`src/rtl/adc_osr_pkg.sv`:
```
// Shared state encoding and elaboration helpers for the oversampling accumulator.
package adc_osr_pkg;

    localparam int unsigned OSR_CTRL_W = 4;

    typedef enum logic {
        IDLE  = 1'b0,
        ACCUM = 1'b1
    } state_t;

    function automatic int unsigned out_bits(input int unsigned matrix_bits,
                                             input int unsigned osr_max_log2);
        return matrix_bits + osr_max_log2;
    endfunction

    // Requested exponents above the supported maximum saturate to the maximum.
    function automatic logic [OSR_CTRL_W-1:0] clamp_osr(input logic [OSR_CTRL_W-1:0] osr,
                                                        input int unsigned osr_max_log2);
        if (32'(osr) > osr_max_log2) begin
            return OSR_CTRL_W'(osr_max_log2);
        end
        return osr;
    endfunction

endpackage

```
`src/rtl/adc_osr_fifo.sv`:
```
// Small synchronous FIFO holding completed output words; head entry drives the read port.
module adc_osr_fifo #(
    parameter int unsigned WIDTH = 16,
    parameter int unsigned DEPTH = 4
) (
    input  logic             clk,
    input  logic             rst_n,
    input  logic             i_push,
    input  logic [WIDTH-1:0] i_data,
    input  logic             i_pop,
    output logic [WIDTH-1:0] o_data,
    output logic             o_full,
    output logic             o_empty
);

    localparam int unsigned PTR_W = (DEPTH > 1) ? $clog2(DEPTH) : 1;
    localparam int unsigned CNT_W = $clog2(DEPTH + 1);

    logic [WIDTH-1:0] r_mem [DEPTH];
    logic [PTR_W-1:0] r_wr_ptr;
    logic [PTR_W-1:0] r_rd_ptr;
    logic [CNT_W-1:0] r_count;
    logic             w_do_push;
    logic             w_do_pop;

    function automatic logic [PTR_W-1:0] ptr_inc(input logic [PTR_W-1:0] p);
        return (32'(p) == DEPTH - 1) ? '0 : p + PTR_W'(1);
    endfunction

    assign o_empty   = (r_count == '0);
    assign o_full    = (r_count == CNT_W'(DEPTH));
    assign w_do_pop  = i_pop & ~o_empty;
    // A pop in the same cycle frees the slot the push needs.
    assign w_do_push = i_push & (~o_full | w_do_pop);
    assign o_data    = r_mem[r_rd_ptr];

    always_ff @(posedge clk or negedge rst_n) begin
        if (!rst_n) begin
            for (int unsigned i = 0; i < DEPTH; i++) begin
                r_mem[i] <= '0;
            end
            r_wr_ptr <= '0;
            r_rd_ptr <= '0;
            r_count  <= '0;
        end else begin
            if (w_do_push) begin
                r_mem[r_wr_ptr] <= i_data;
                r_wr_ptr        <= ptr_inc(r_wr_ptr);
            end
            if (w_do_pop) begin
                r_rd_ptr <= ptr_inc(r_rd_ptr);
            end
            case ({w_do_push, w_do_pop})
                2'b10:   r_count <= r_count + CNT_W'(1);
                2'b01:   r_count <= r_count - CNT_W'(1);
                default: r_count <= r_count;
            endcase
        end
    end

endmodule

```
`src/rtl/adc_osr_accumulator.sv`:
```
// Sums 2^osr SAR results per output word and streams left-aligned words on valid/ready.
// Define ADC_OSR_FIFO_EN to buffer words in a FIFO_DEPTH-entry FIFO instead of one register.
module adc_osr_accumulator
    import adc_osr_pkg::*;
#(
    parameter  int unsigned MATRIX_BITS  = 12,
    parameter  int unsigned OSR_MAX_LOG2 = 4,
    parameter  int unsigned FIFO_DEPTH   = 4,
    localparam int unsigned OUT_BITS     = out_bits(MATRIX_BITS, OSR_MAX_LOG2)
) (
    input  logic                   clk,
    input  logic                   rst_n,
    input  logic                   enable_in,
    input  logic [OSR_CTRL_W-1:0]  osr_control_in,
    input  logic [MATRIX_BITS-1:0] result_in,
    input  logic                   conv_finished_strobe_in,
    output logic [OUT_BITS-1:0]    data_out,
    output logic                   valid_out,
    input  logic                   ready_in,
    output logic                   overrun_out,
    input  logic                   clear_overrun_in,
    output logic                   busy_out
);

    localparam int unsigned CNT_W = (OSR_MAX_LOG2 > 0) ? OSR_MAX_LOG2 : 1;

    state_t                r_state;
    state_t                w_state_nxt;
    logic [OUT_BITS-1:0]   r_sum;
    logic [OUT_BITS-1:0]   w_sum_nxt;
    logic [OUT_BITS-1:0]   w_sum_acc;
    logic [OUT_BITS-1:0]   w_word;
    logic [CNT_W-1:0]      r_cnt;
    logic [CNT_W-1:0]      w_cnt_nxt;
    logic [CNT_W-1:0]      w_cnt_max;
    logic [OSR_CTRL_W-1:0] r_osr;
    logic [OSR_CTRL_W-1:0] w_osr_nxt;
    logic                  w_done;
    logic                  w_pop;
    logic                  w_full;
    logic                  w_push;
    logic                  w_drop;
    logic                  r_overrun;

    assign w_sum_acc = r_sum + OUT_BITS'(result_in);
    assign w_cnt_max = CNT_W'((32'd1 << r_osr) - 32'd1);
    // Left-align so every OSR setting yields the same full-scale word.
    assign w_word    = w_sum_acc << (OSR_CTRL_W'(OSR_MAX_LOG2) - r_osr);

    // Next-state, accumulator and word-completion decode.
    always_comb begin
        w_state_nxt = r_state;
        w_sum_nxt   = r_sum;
        w_cnt_nxt   = r_cnt;
        w_osr_nxt   = r_osr;
        w_done      = 1'b0;
        case (r_state)
            IDLE: begin
                if (enable_in) begin
                    w_state_nxt = ACCUM;
                    w_osr_nxt   = clamp_osr(osr_control_in, OSR_MAX_LOG2);
                end
            end
            ACCUM: begin
                if (!enable_in) begin
                    w_state_nxt = IDLE;
                    w_sum_nxt   = '0;
                    w_cnt_nxt   = '0;
                end else if (conv_finished_strobe_in) begin
                    if (r_cnt == w_cnt_max) begin
                        w_done    = 1'b1;
                        w_sum_nxt = '0;
                        w_cnt_nxt = '0;
                        w_osr_nxt = clamp_osr(osr_control_in, OSR_MAX_LOG2);
                    end else begin
                        w_sum_nxt = w_sum_acc;
                        w_cnt_nxt = r_cnt + CNT_W'(1);
                    end
                end
            end
            default: w_state_nxt = IDLE;
        endcase
    end

    always_ff @(posedge clk or negedge rst_n) begin
        if (!rst_n) begin
            r_state <= IDLE;
            r_sum   <= '0;
            r_cnt   <= '0;
            r_osr   <= '0;
        end else begin
            r_state <= w_state_nxt;
            r_sum   <= w_sum_nxt;
            r_cnt   <= w_cnt_nxt;
            r_osr   <= w_osr_nxt;
        end
    end

`ifdef ADC_OSR_FIFO_EN
    logic w_fifo_full;
    logic w_fifo_empty;

    assign valid_out = ~w_fifo_empty;
    assign w_pop     = valid_out & ready_in;
    assign w_full    = w_fifo_full & ~w_pop;

    adc_osr_fifo #(
        .WIDTH (OUT_BITS),
        .DEPTH (FIFO_DEPTH)
    ) u_fifo (
        .clk     (clk),
        .rst_n   (rst_n),
        .i_push  (w_push),
        .i_data  (w_word),
        .i_pop   (w_pop),
        .o_data  (data_out),
        .o_full  (w_fifo_full),
        .o_empty (w_fifo_empty)
    );
`else
    logic [OUT_BITS-1:0] r_data;
    logic                r_valid;

    assign w_pop     = r_valid & ready_in;
    assign w_full    = r_valid & ~ready_in;
    assign data_out  = r_data;
    assign valid_out = r_valid;

    // Single output register; data is held until the reader takes it.
    always_ff @(posedge clk or negedge rst_n) begin
        if (!rst_n) begin
            r_data  <= '0;
            r_valid <= 1'b0;
        end else if (w_push) begin
            r_data  <= w_word;
            r_valid <= 1'b1;
        end else if (w_pop) begin
            r_valid <= 1'b0;
        end
    end

    // Depth only matters for the FIFO build.
    if (FIFO_DEPTH == 0) begin : g_fifo_depth_unused
    end
`endif

    assign w_push = w_done & ~w_full;
    assign w_drop = w_done & w_full;

    // Sticky overrun; a new drop beats a simultaneous clear.
    always_ff @(posedge clk or negedge rst_n) begin
        if (!rst_n) begin
            r_overrun <= 1'b0;
        end else if (w_drop) begin
            r_overrun <= 1'b1;
        end else if (clear_overrun_in) begin
            r_overrun <= 1'b0;
        end
    end

    assign overrun_out = r_overrun;
    assign busy_out    = (r_state == ACCUM);

endmodule

```
`config.mk`:
```
export PLATFORM = sky130hd
export DESIGN_NAME = adc_osr_accumulator
export DESIGN_NICKNAME = d
export VERILOG_FILES = /design/src/rtl/adc_osr_pkg.sv /design/src/rtl/adc_osr_fifo.sv /design/src/rtl/adc_osr_accumulator.sv
export SDC_FILE = /design/constraint.sdc
export NUM_CORES = 1
export LEC_CHECK = 0
export CAP_MARGIN = 0
export CORE_ASPECT_RATIO = 0.6
export CORE_MARGIN = 2
export CORE_UTILIZATION = 51
export CTS_CLUSTER_SIZE = 8
export DETAILED_ROUTE_END_ITERATION = 12
export PLACE_DENSITY = 0.86
export SKIP_CTS_REPAIR_TIMING = 1
export SYNTH_ARGS = -nofsm -noshare
export SYNTH_HDL_FRONTEND = slang
export SYNTH_SLANG_ARGS = --single-unit
```
`constraint.sdc`:
```
create_clock -name clk -period 3.3 [get_ports clk]
set_input_delay 0.99 -clock clk [delete_from_list [all_inputs] [get_ports clk]]
set_output_delay 0.99 -clock clk [all_outputs]
set_load 0.02 [all_outputs]
```
==> metrics.txt <==
# TYPE chip_impl_metric gauge
chip_impl_info{name="outcome",value="complete, no violations"} 1
chip_impl_metric{name="synth-compound-area-share",unit="%"} 29.7
chip_impl_metric{name="globalRoute.totalOverflow",unit=""} 0
chip_impl_metric{name="synth.cell_area",unit="mm^2"} 0.00341
chip_impl_info{name="worst_r2r_endpoint",value="data_out[14]"} 1
chip_impl_metric{name="cts.htree.levels",unit=""} 2
chip_impl_metric{name="cp.arrival",unit="ns"} 3.50
chip_impl_metric{name="vias_per_cell",unit=""} 6.39
chip_impl_metric{name="worst_r2r_path_depth",unit=""} 10
chip_impl_metric{name="synthesis.instances",unit=""} 408
chip_impl_metric{name="r2r_slack",unit="ns"} 0.16
chip_impl_metric{name="detailedRoute.firstIterationViolations",unit=""} 373
chip_impl_metric{name="unique_masters_post_synth",unit=""} 63
chip_impl_info{name="worst_path_max_delay_cell",value="sky130_fd_sc_hd__mux4_2"} 1
chip_impl_metric{name="die_h",unit="um"} 67.3
chip_impl_metric{name="synth_xor_area_share",unit="%"} 4.37
chip_impl_metric{name="drive_gt1_share",unit="%"} 28.1
chip_impl_metric{name="routability_cong",unit=""} 0.952
chip_impl_metric{name="floorplan.io_pins",unit=""} 41
chip_impl_metric{name="floorplan.die_area",unit="mm^2"} 0.00737
chip_impl_metric{name="clkTransAtPathRegs",unit="ns"} 0.08
chip_impl_metric{name="cap_viol_max_count",unit=""} 0
chip_impl_metric{name="synth_enable_flop_cells",unit=""} 0
chip_impl_metric{name="initial_antenna_violation_count",unit=""} 0
chip_impl_metric{name="final_period_minus_worst_setup_slack",unit="ns"} 3.27
chip_impl_metric{name="drt_drc_violations_left",unit=""} 0
chip_impl_metric{name="synth_area_per_cell",unit="um^2"} 8.35
chip_impl_info{name="layout_commonest_cell",value="sky130_fd_sc_hd__buf_4"} 1
chip_impl_metric{name="synth_fa_ha_area_share",unit="%"} 6.10
chip_impl_metric{name="grt_first_pass_wirelength",unit="um"} 17100
chip_impl_metric{name="final-hold-violation-count",unit=""} 0
chip_impl_metric{name="detailed_place_hpwl",unit="um"} 8120
chip_impl_metric{name="maxClockFrequency",unit="GHz"} 0.306
chip_impl_info{name="critical_path.cell_chain",value="buf_8 > ha_4 > fa_2 > a21o_1 > a311o_1 > a211o_1 > and3_4 > or2_1 > mux4_2 > o22ai_2"} 1
chip_impl_metric{name="initial_core_utilization",unit="%"} 51.9
chip_impl_metric{name="routed-wl-met3",unit="um"} 916
chip_impl_metric{name="synth_simple_gate_area_share",unit="%"} 19.1
chip_impl_metric{name="layout.nets",unit=""} 550
chip_impl_metric{name="met1_length",unit="um"} 4860
chip_impl_metric{name="clock-skew-final",unit="ns"} 0.0128
chip_impl_info{name="timing.setup.critical_path_class",value="in2reg"} 1
chip_impl_metric{name="cts_inserted_buffers",unit=""} 5
chip_impl_metric{name="dieWidth",unit="um"} 110
chip_impl_metric{name="first_global_vias",unit=""} 3557
chip_impl_metric{name="power.ir.vdd_worst",unit="uV"} 385
chip_impl_info{name="worst_setup_path_end_kind",value="register"} 1
chip_impl_info{name="worstHoldPathType",value="reg2reg"} 1
chip_impl_metric{name="port_buffers",unit=""} 40
chip_impl_metric{name="std_cell_rows",unit=""} 23
chip_impl_metric{name="final.fill_count",unit=""} 481
chip_impl_metric{name="seq_area_frac_synth",unit="%"} 31.6
chip_impl_info{name="dominantRegCellSynth",value="sky130_fd_sc_hd__dfrtp_1"} 1
chip_impl_metric{name="drtPass1Iterations",unit=""} 6
chip_impl_metric{name="synthesis.yosys.warnings",unit=""} 0
chip_impl_metric{name="post-route-period-util",unit="%"} 99.1
chip_impl_info{name="routed.top_layer",value="met4"} 1
chip_impl_info{name="min-delay-start",value="data_out[2]"} 1
chip_impl_metric{name="report.final.setup_viol",unit=""} 0
chip_impl_metric{name="clkLatencyLatePin",unit="ns"} 0.31
chip_impl_metric{name="antenna-diode-count",unit=""} 0
chip_impl_metric{name="min_delay_path_depth",unit=""} 2
chip_impl_metric{name="powerDensity",unit="mW/mm^2"} 703
chip_impl_metric{name="power.leakage",unit="nW"} 2.06
chip_impl_info{name="tritoncts",value="done"} 1
chip_impl_info{name="crit-reg2reg-launch",value="r_osr[2]"} 1
chip_impl_metric{name="wire_per_inst",unit="um"} 18.8
chip_impl_metric{name="routed-via-count",unit=""} 3831
chip_impl_info{name="worst_hold_path_ep",value="data_out[2]"} 1
chip_impl_metric{name="detail_route.wirelength",unit="um"} 11300
chip_impl_metric{name="cts_max_path_buffers",unit=""} 2
chip_impl_metric{name="gr-usage-all-layers",unit="%"} 30.1
chip_impl_metric{name="detailroute.wirelength.met2",unit="um"} 5380
chip_impl_metric{name="final_antenna_net_count",unit=""} 0
chip_impl_info{name="setup.worst_path.start_class",value="primary input"} 1
chip_impl_metric{name="asyncSetResetFlopFracSynth",unit="%"} 100
chip_impl_metric{name="cpPeakStageDelay",unit="ns"} 0.47
chip_impl_metric{name="critical_path_data_required_time",unit="ns"} 3.53
chip_impl_metric{name="placeableCoreArea",unit="mm^2"} 0.00656
chip_impl_metric{name="tritoncts_num_sinks",unit=""} 43
chip_impl_metric{name="grt_max_degree",unit=""} 44
chip_impl_metric{name="final_slew_viol_count",unit=""} 0
chip_impl_metric{name="worst_pin_slew",unit="ns"} 1.02
chip_impl_metric{name="fin_util",unit="%"} 72.8
chip_impl_info{name="ctsRootBufferMaster",value="sky130_fd_sc_hd__clkbuf_8"} 1
chip_impl_metric{name="area_delta_synth_final",unit="%"} 40.3
chip_impl_metric{name="syn_nets",unit=""} 446
chip_impl_info{name="final_cell_mix",value="sky130_fd_sc_hd__buf_4, sky130_fd_sc_hd__nand2_1, sky130_fd_sc_hd__dfrtp_1"} 1
chip_impl_metric{name="synth-seq-cells",unit=""} 43
chip_impl_info{name="combinational_family_with_the_most_area_after_synthesis",value="compound AO/OA/AOI/OAI gates"} 1
chip_impl_metric{name="fin_total_pwr",unit="mW"} 3.36
chip_impl_metric{name="cp_max_fo",unit=""} 4
chip_impl_metric{name="synth_mux_area_share",unit="%"} 4.67
chip_impl_metric{name="timing.slew.headroom",unit="%"} 32.0
chip_impl_info{name="rsz0062_at_grt",value="yes"} 1
chip_impl_metric{name="setup_tns",unit="ns"} 0
## power breakdown
| part | internal (mW) | switching, mW | total, mW |
|---|---|---|---|
| sequential | 0.633 | 0.102 | 0.736 |
| combinational | 1.07 | 1.12 | 2.19 |
| clock | 0.226 | 0.206 | 0.432 |
| total | 1.93 | 1.43 | 3.36 |
## kinds of logic after synthesis
group / after synthesis
and+or+nand+nor: 142
buffers and inverters: 33
muxes: 12
adders and majority gates: 16
DFF: 43
xor gates and xnor gates: 17
AOI/OAI and AO/OA: 145
## final cells by class
type / instances / area, um^2 / area share, %
repair buffers: 122 / 1030 / 21.5
well taps: 87 / 109 / 2.28
clock inverters: 3 / 43.8 / 0.916
flip-flops and latches: 43 / 1080 / 22.5
inverters: 8 / 31.3 / 0.654
multi-input cells: 332 / 2420 / 50.7
clock buffers: 5 / 68.8 / 1.44
## through the flow
| step | setup WS, ns | std cells | area [um^2] | hold WS [ns] |
|---|---|---|---|---|
| 6_report | 0.0293 | 600 | 4780 | 0.482 |
| 5_1_grt | -0.0523 | 600 | 4780 | 0.514 |
| 4_1_cts | -0.488 | 597 | 4510 | 0.484 |
| 3_5_place_dp | -0.810 | 589 | 4400 | 0.464 |
| 3_3_place_gp | -0.667 | 589 | 4400 | 0.455 |
| 2_1_floorplan | -0.143 | 408 | 3420 | 0.447 |
## flip-flops by register name (all words and copies together) (netlist names)
signal / count
busy_out: 1
data_out: 16
overrun_out: 1
r_cnt: 4
r_osr: 4
r_sum: 16
valid_out: 1
## layer usage
metal	vias up	global-route usage, %
met2	196	49.2
met1	1849	40.9
li1	1755	-
met5	-	0
met3	31	5.69
met4	0	8.54
## Yosys cell counts (all sizes together) (2+ instances only)
master | n | share of area (%)
o211a | 2 | 0.59
a211oi | 11 | 2.4
o311ai | 5 | 1.3
or4 | 2 | 0.44
a221oi | 4 | 1.0
a21o | 11 | 2.6
or3 | 4 | 0.73
o31ai | 10 | 2.2
o211ai | 5 | 1.1
a31o | 2 | 0.51
dfrtp | 43 | 32
nand2b | 3 | 0.55
o21ai | 38 | 5.6
inv | 7 | 0.77
xor2 | 8 | 2.1
mux4 | 3 | 2.0
nor2b | 4 | 0.73
xnor2 | 9 | 2.3
a311o | 2 | 0.62
clkbuf | 19 | 2.4
nand2 | 59 | 6.5
nand4 | 5 | 0.92
ha | 15 | 5.5
a31oi | 7 | 1.3
o22ai | 4 | 0.73
nand3 | 16 | 2.4
nor2 | 27 | 3.0
mux2i | 8 | 2.4
a21oi | 17 | 2.5
a2111oi | 3 | 0.77
or2 | 6 | 1.1
o21a | 2 | 0.44
nor3 | 11 | 1.6
buf | 6 | 1.2
a211o | 2 | 0.55
o2111ai | 3 | 0.77
a311oi | 3 | 0.77
a22o | 3 | 0.77
and3 | 3 | 0.70
## how the worst max path moves through the flow
| stage | from | endpoint | slack [ns] | depth (start not counted) |
|---|---|---|---|---|
| 2_1_floorplan | result_in[0] | data_out[12] | -0.14 | 9 |
| 3_3_place_gp | result_in[0] | data_out[13] | -0.67 | 12 |
| 3_5_place_dp | result_in[0] | data_out[13] | -0.81 | 12 |
| 4_1_cts | result_in[0] | data_out[13] | -0.49 | 12 |
| 5_1_grt | result_in[0] | data_out[12] | -0.05 | 10 |
| 6_report | result_in[0] | data_out[12] | 0.03 | 10 |
## critical path, delay by kind of cell
kind / cells / cell delay [ns]
mux: 1 / 0.47
simple gates: 2 / 0.41
buf+inv: 1 / 0.10
fa+ha+maj: 2 / 0.51
compound gates: 4 / 1.02
(Power assumes the default switching activity.)
==> RTL edit 1: new RTL, config.mk and constraints unchanged <==
Set the package constant `OSR_CTRL_W` to 6 (it was 4).
--- a/src/rtl/adc_osr_pkg.sv
+++ b/src/rtl/adc_osr_pkg.sv
@@ -3,3 +3,3 @@
 
-    localparam int unsigned OSR_CTRL_W = 4;
+    localparam int unsigned OSR_CTRL_W = 6;
 
Interface: changed (resized osr_control_in); port bits go from 41 to 43. The function was not compared with the original's and may differ.
==> RTL edit 1 against the original RTL <==
The run now ends with setup timing left. Die area is 5.4% lower. Combinational power down 47%. Clock skew fell by 0.0040 ns. Maximum frequency is 2.0% lower. Final area decreased by 5.0%. Via count shrank 11%. Worst hold slack better by 0.0044 ns. Non-clock buffer count down 10. Power is 31% lower. Sequential cell count increased by 2. Setup slack got worse by 0.066 ns. First-iteration DRC count shrank 34%. Wire length fell by 16%. Synthesized area shrank 5.7%.
==> RTL edit 1: results (changes against the original RTL) <==
status: "finished with violations"
violations: "setup timing"
ys_ff_latch: 45  # +4.7%
seq_share: 0.2479  # +0.02280
grt_usage: 0.2745  # -0.02643
clk_share: 0.02645  # +0.002886
synth_compound_area_frac: 0.2762  # -0.02064
power_mw: 2.313  # -31%
seq_power_share: 0.299  # +0.080
cpMaxStageDelayCell: "mux4_2"
drt-initial-drc-count: 248  # -34%
reg2reg_slack_ns: -0.02  # -0.18 ns
clock_buffers: 6  # +1
power.density_mw_per_mm2: 509.3  # -28%
hold_ws_ns: 0.4867  # +0.004407 ns
synthMuxAreaShare: 0.01987  # -0.02679
grt_pass1_vias: 3113  # -12%
finalClockSkew_ns: 0.008842  # -0.003989 ns
grt_start_max_net_pins: 46  # +4.5%
fin_setup_tns_ns: -0.03649  # -0.03649 ns
syn_inst: 374  # -8.3%
seq_area_frac_synth: 0.3506  # +0.03466
final_layout_size_suffix_gt1_frac: 0.2630  # -0.01765
synthesis.nets: 414  # -7.2%
layout_setup_ws_ns: -0.03649  # -0.06578 ns
met3_usage: 0.05456  # -0.002386
synth_xor_area_frac: 0.04908  # +0.005367
synthAdderAreaFrac: 0.06467  # +0.003682
slowest_delay_ns: 0.51  # +0.04 ns
combPwrFrac: 0.507  # -0.145
n_all_buffers: 112  # -8.2%
gp_congestion: 0.9517  # about the same
grtUsageMet1: 0.4019  # -0.007621
peakVddDrop_uv: 269.9  # -30%
place_area_sq_mm: 0.004145  # -5.8%
relSlewSlack: 0.3133  # -0.006749
cts_buffer_depth: 2  # unchanged
wl_met1_mm: 4.478  # -7.9%
hpwl_mm: 6.963  # -14%
io_buffers: 42  # +5.0%
dp_cells: 548  # -7.0%
setup_violations: 1  # +1
arrival_ns: 3.53  # +0.03 ns
grt_pass1_wl_mm: 15.20  # -11%
drt-wirelength-per-cell_um: 16.94  # -10%
area_share_nonclk_buffers: 0.2110  # -0.003640
met2_length_mm: 4.348  # -19%
fin_nets: 518  # -5.8%
synth_common_cells: "56 x nand2_1, 45 x dfrtp_1, 38 x o21ai_0"
dr_wl_met3_um: 620  # -32%
first_pass_iters: 5  # -1
use_met2: 0.4319  # -0.06039
dp_slack_ns: -0.7101  # +0.09951 ns
num-multi-input-gates: 306  # -7.8%
p_switching_mw: 0.8504  # -41%
routed_wl_mm: 9.539  # -16%
multi_input_area_share: 0.4848  # -0.02248
vias: 3401  # -11%
synth_area_leaders: "dfrtp_1 35%, nand2_1 6.5%, o21ai_0 5.9%, ha_1 5.8%, a22o_1 3.3%"
fillers: 453  # -5.8%
[RTL edit 1: cell types whose count changed in the layout (fill, tap and decap cells not counted), moves of 5 or more]
cell / delta
a211oi_1: -5
and2_1: +6
a21o_1: -5
buf_4: -14
o31ai_1: -6
o221ai_1: +6
a22o_1: +9
[RTL edit 1: final timing paths]
check,start,to,cells after the start
setup / recovery,result_in[2],data_out[14]$_DFFE_PN0P_,10
hold / removal,data_out[0]$_DFFE_PN0P_,data_out[0]$_DFFE_PN0P_,2
setup reg to reg,r_osr[5]$_DFFE_PN0P_,data_out[14]$_DFFE_PN0P_,11
hold reg to reg,data_out[0]$_DFFE_PN0P_,data_out[0]$_DFFE_PN0P_,2
max in group asynchronous,rst_n,r_osr[5]$_DFFE_PN0P_,1
min in group asynchronous,rst_n,r_sum[3]$_DFFE_PN0P_,1
==> RTL edit 2: new RTL, same settings <==
Without the edit above. Put one more register stage on the output `overrun_out`. The value now appears one clock later. The other outputs are not delayed to match.
--- a/src/rtl/adc_osr_accumulator.sv
+++ b/src/rtl/adc_osr_accumulator.sv
@@ -160,3 +160,5 @@
 
-    assign overrun_out = r_overrun;
+    always_ff @(posedge clk) begin
+        overrun_out <= r_overrun;
+    end
     assign busy_out    = (r_state == ACCUM);
Behaviour: not the same (Yosys sat finds a counterexample within 4 cycles, from zero or initial values and one cycle with rst_n low).
==> RTL edit 2 against the original RTL <==
Sequential cell count grew 1. Wire length shrank 4.8%. Register-to-register slack gained 0.11 ns. Power shrank 0.59%. Final area shrank 1.8%. Non-clock buffer count shrank 9. Setup slack lost 0.017 ns. Synthesized area grew 0.59%. Critical path type unchanged. Largest cell class unchanged.
==> RTL edit 2: results (changes against the original RTL) <==
seq_area_frac_synth: 0.3199  # +0.003997
synthDistinctLibCells: 64  # +1.6%
clk_latency_ns: 0.33  # +0.02 ns
path_clk_slew_ns: 0.09
antenna_cells: 0  # unchanged
numCtsBuffers: 5  # unchanged
yosysWarnings: 0  # unchanged
peakVddDrop_uv: 339.7  # -12%
synth_common_cells: "59 x nand2_1, 43 x dfrtp_1, 36 x o21ai_0"
grt_start_max_net_pins: 44  # unchanged
max_cap_viol_count: 0  # unchanged
yosysMostFrequentCell: "nand2_1"
slowest_delay_ns: 0.48
cpLargestDelayFamily: "compound AO/OA/AOI/OAI gates"
io_buffers: 40  # unchanged
fin_nets: 542  # -1.5%
final_layout_size_suffix_gt1_frac: 0.2515  # -0.02922
grt_pass1_wl_mm: 16.96  # -1.0%
drt-initial-drc-count: 433  # +16%
path_max_fanout: 4  # unchanged
place_area_sq_mm: 0.004372  # -0.63%
status: "completed"
fillers: 522  # +8.5%
gp_congestion: 0.9372  # -1.5%
htreeDepth: 2  # unchanged
min_path_type: "flip-flop to flip-flop"
drt-wirelength-per-cell_um: 18.19  # -3.5%
first_pass_iters: 5  # -1
synthesis.nets: 447  # +0.22%
cts_buffer_depth: 2  # unchanged
grt_antenna_before_repair: 0  # unchanged
grt_pass1_vias: 3469  # -2.5%
synthArstFlopShare: 0.9773  # -0.02273
hpwl_mm: 8.027  # -1.1%
synth_area_leaders: "dfrtp_1 31%, nand2_1 6.5%, ha_1 5.5%, o21ai_0 5.3%, nor2_1 3.0%"
routed_via_density: 6.282  # -1.6%
finalClockSkew_ns: 0.01483  # +0.002001 ns
power.leakage_nw: 2.018  # -2.1%
grt_usage: 0.2998  # -0.001065
root_buffer: "clkbuf_8"
relSlewSlack: 0.3190  # -0.001087
## RTL edit 2: power breakdown
part / internal (mW) / switching [mW]
Clock: 0.267 / 0.210
Combinational: 1.02 / 1.10
Sequential: 0.645 / 0.0970
## RTL edit 2: cells by family after synthesis
group / synth area share
AO/OA/AOI/OAI: 0.2951
AND/OR/NAND/NOR: 0.1896
flip-flops: 0.3199
buffers and inverters: 0.04492
XOR/XNOR: 0.04346
adder cells (fa/ha/maj): 0.06063
multiplexers: 0.04638
## RTL edit 2: final cells by class
type	instances	area (sq um)	area share
inverters	8	31.28	0.006667
clock inverters	1	30.03	0.006400
multi-input cells	332	2371	0.5053
clock buffers	7	96.34	0.02053
repair buffers	113	958.4	0.2043
well taps	87	108.9	0.02320
flip-flops and latches	44	1096	0.2336
## RTL edit 2: final timing paths
check / to / depth (start not counted) / start / slack [ns]
worst max-delay path: data_out[12]$_DFFE_PN0P_ / 9 / result_in[3] / 0.01
worst min-delay path: overrun_out$_DFF_P_ / 0 / r_overrun$_DFFE_PN0P_ / 0.37
worst max register to register: data_out[11]$_DFFE_PN0P_ / 10 / r_osr[2]$_DFFE_PN0P_ / 0.27
worst min register to register: overrun_out$_DFF_P_ / 0 / r_overrun$_DFFE_PN0P_ / 0.37
max in group asynchronous: r_sum[5]$_DFFE_PN0P_ / 1 / rst_n / 1.82
min in group asynchronous: r_sum[15]$_DFFE_PN0P_ / 1 / rst_n / 0.81
## RTL edit 2: per-stage QoR
step / util / total power, mW / setup TNS (ns) / cells / worst slack [ns]
floorplan: - / 1.809 / -0.1427 / 409 / -0.1427
global placement: 0.6634 / 2.564 / -6.546 / 582 / -0.6644
detailed placement: 0.6634 / 2.641 / -7.291 / 582 / -0.7304
CTS: 0.6826 / 3.125 / -2.172 / 590 / -0.4076
global route: 0.7120 / 3.535 / -0.1104 / 592 / -0.04248
finish: 0.7120 / 3.340 / 0 / 592 / 0.01268
## RTL edit 2: per-layer routing
layer | vias to the layer above | wire length [um] | GRT usage
met5 | - | 0 | 0
met3 | 15 | 689 | 0.05888
met1 | 1818 | 4876 | 0.4044
met2 | 150 | 5077 | 0.4893
li1 | 1736 | - | -
met4 | 0 | 127 | 0.09335
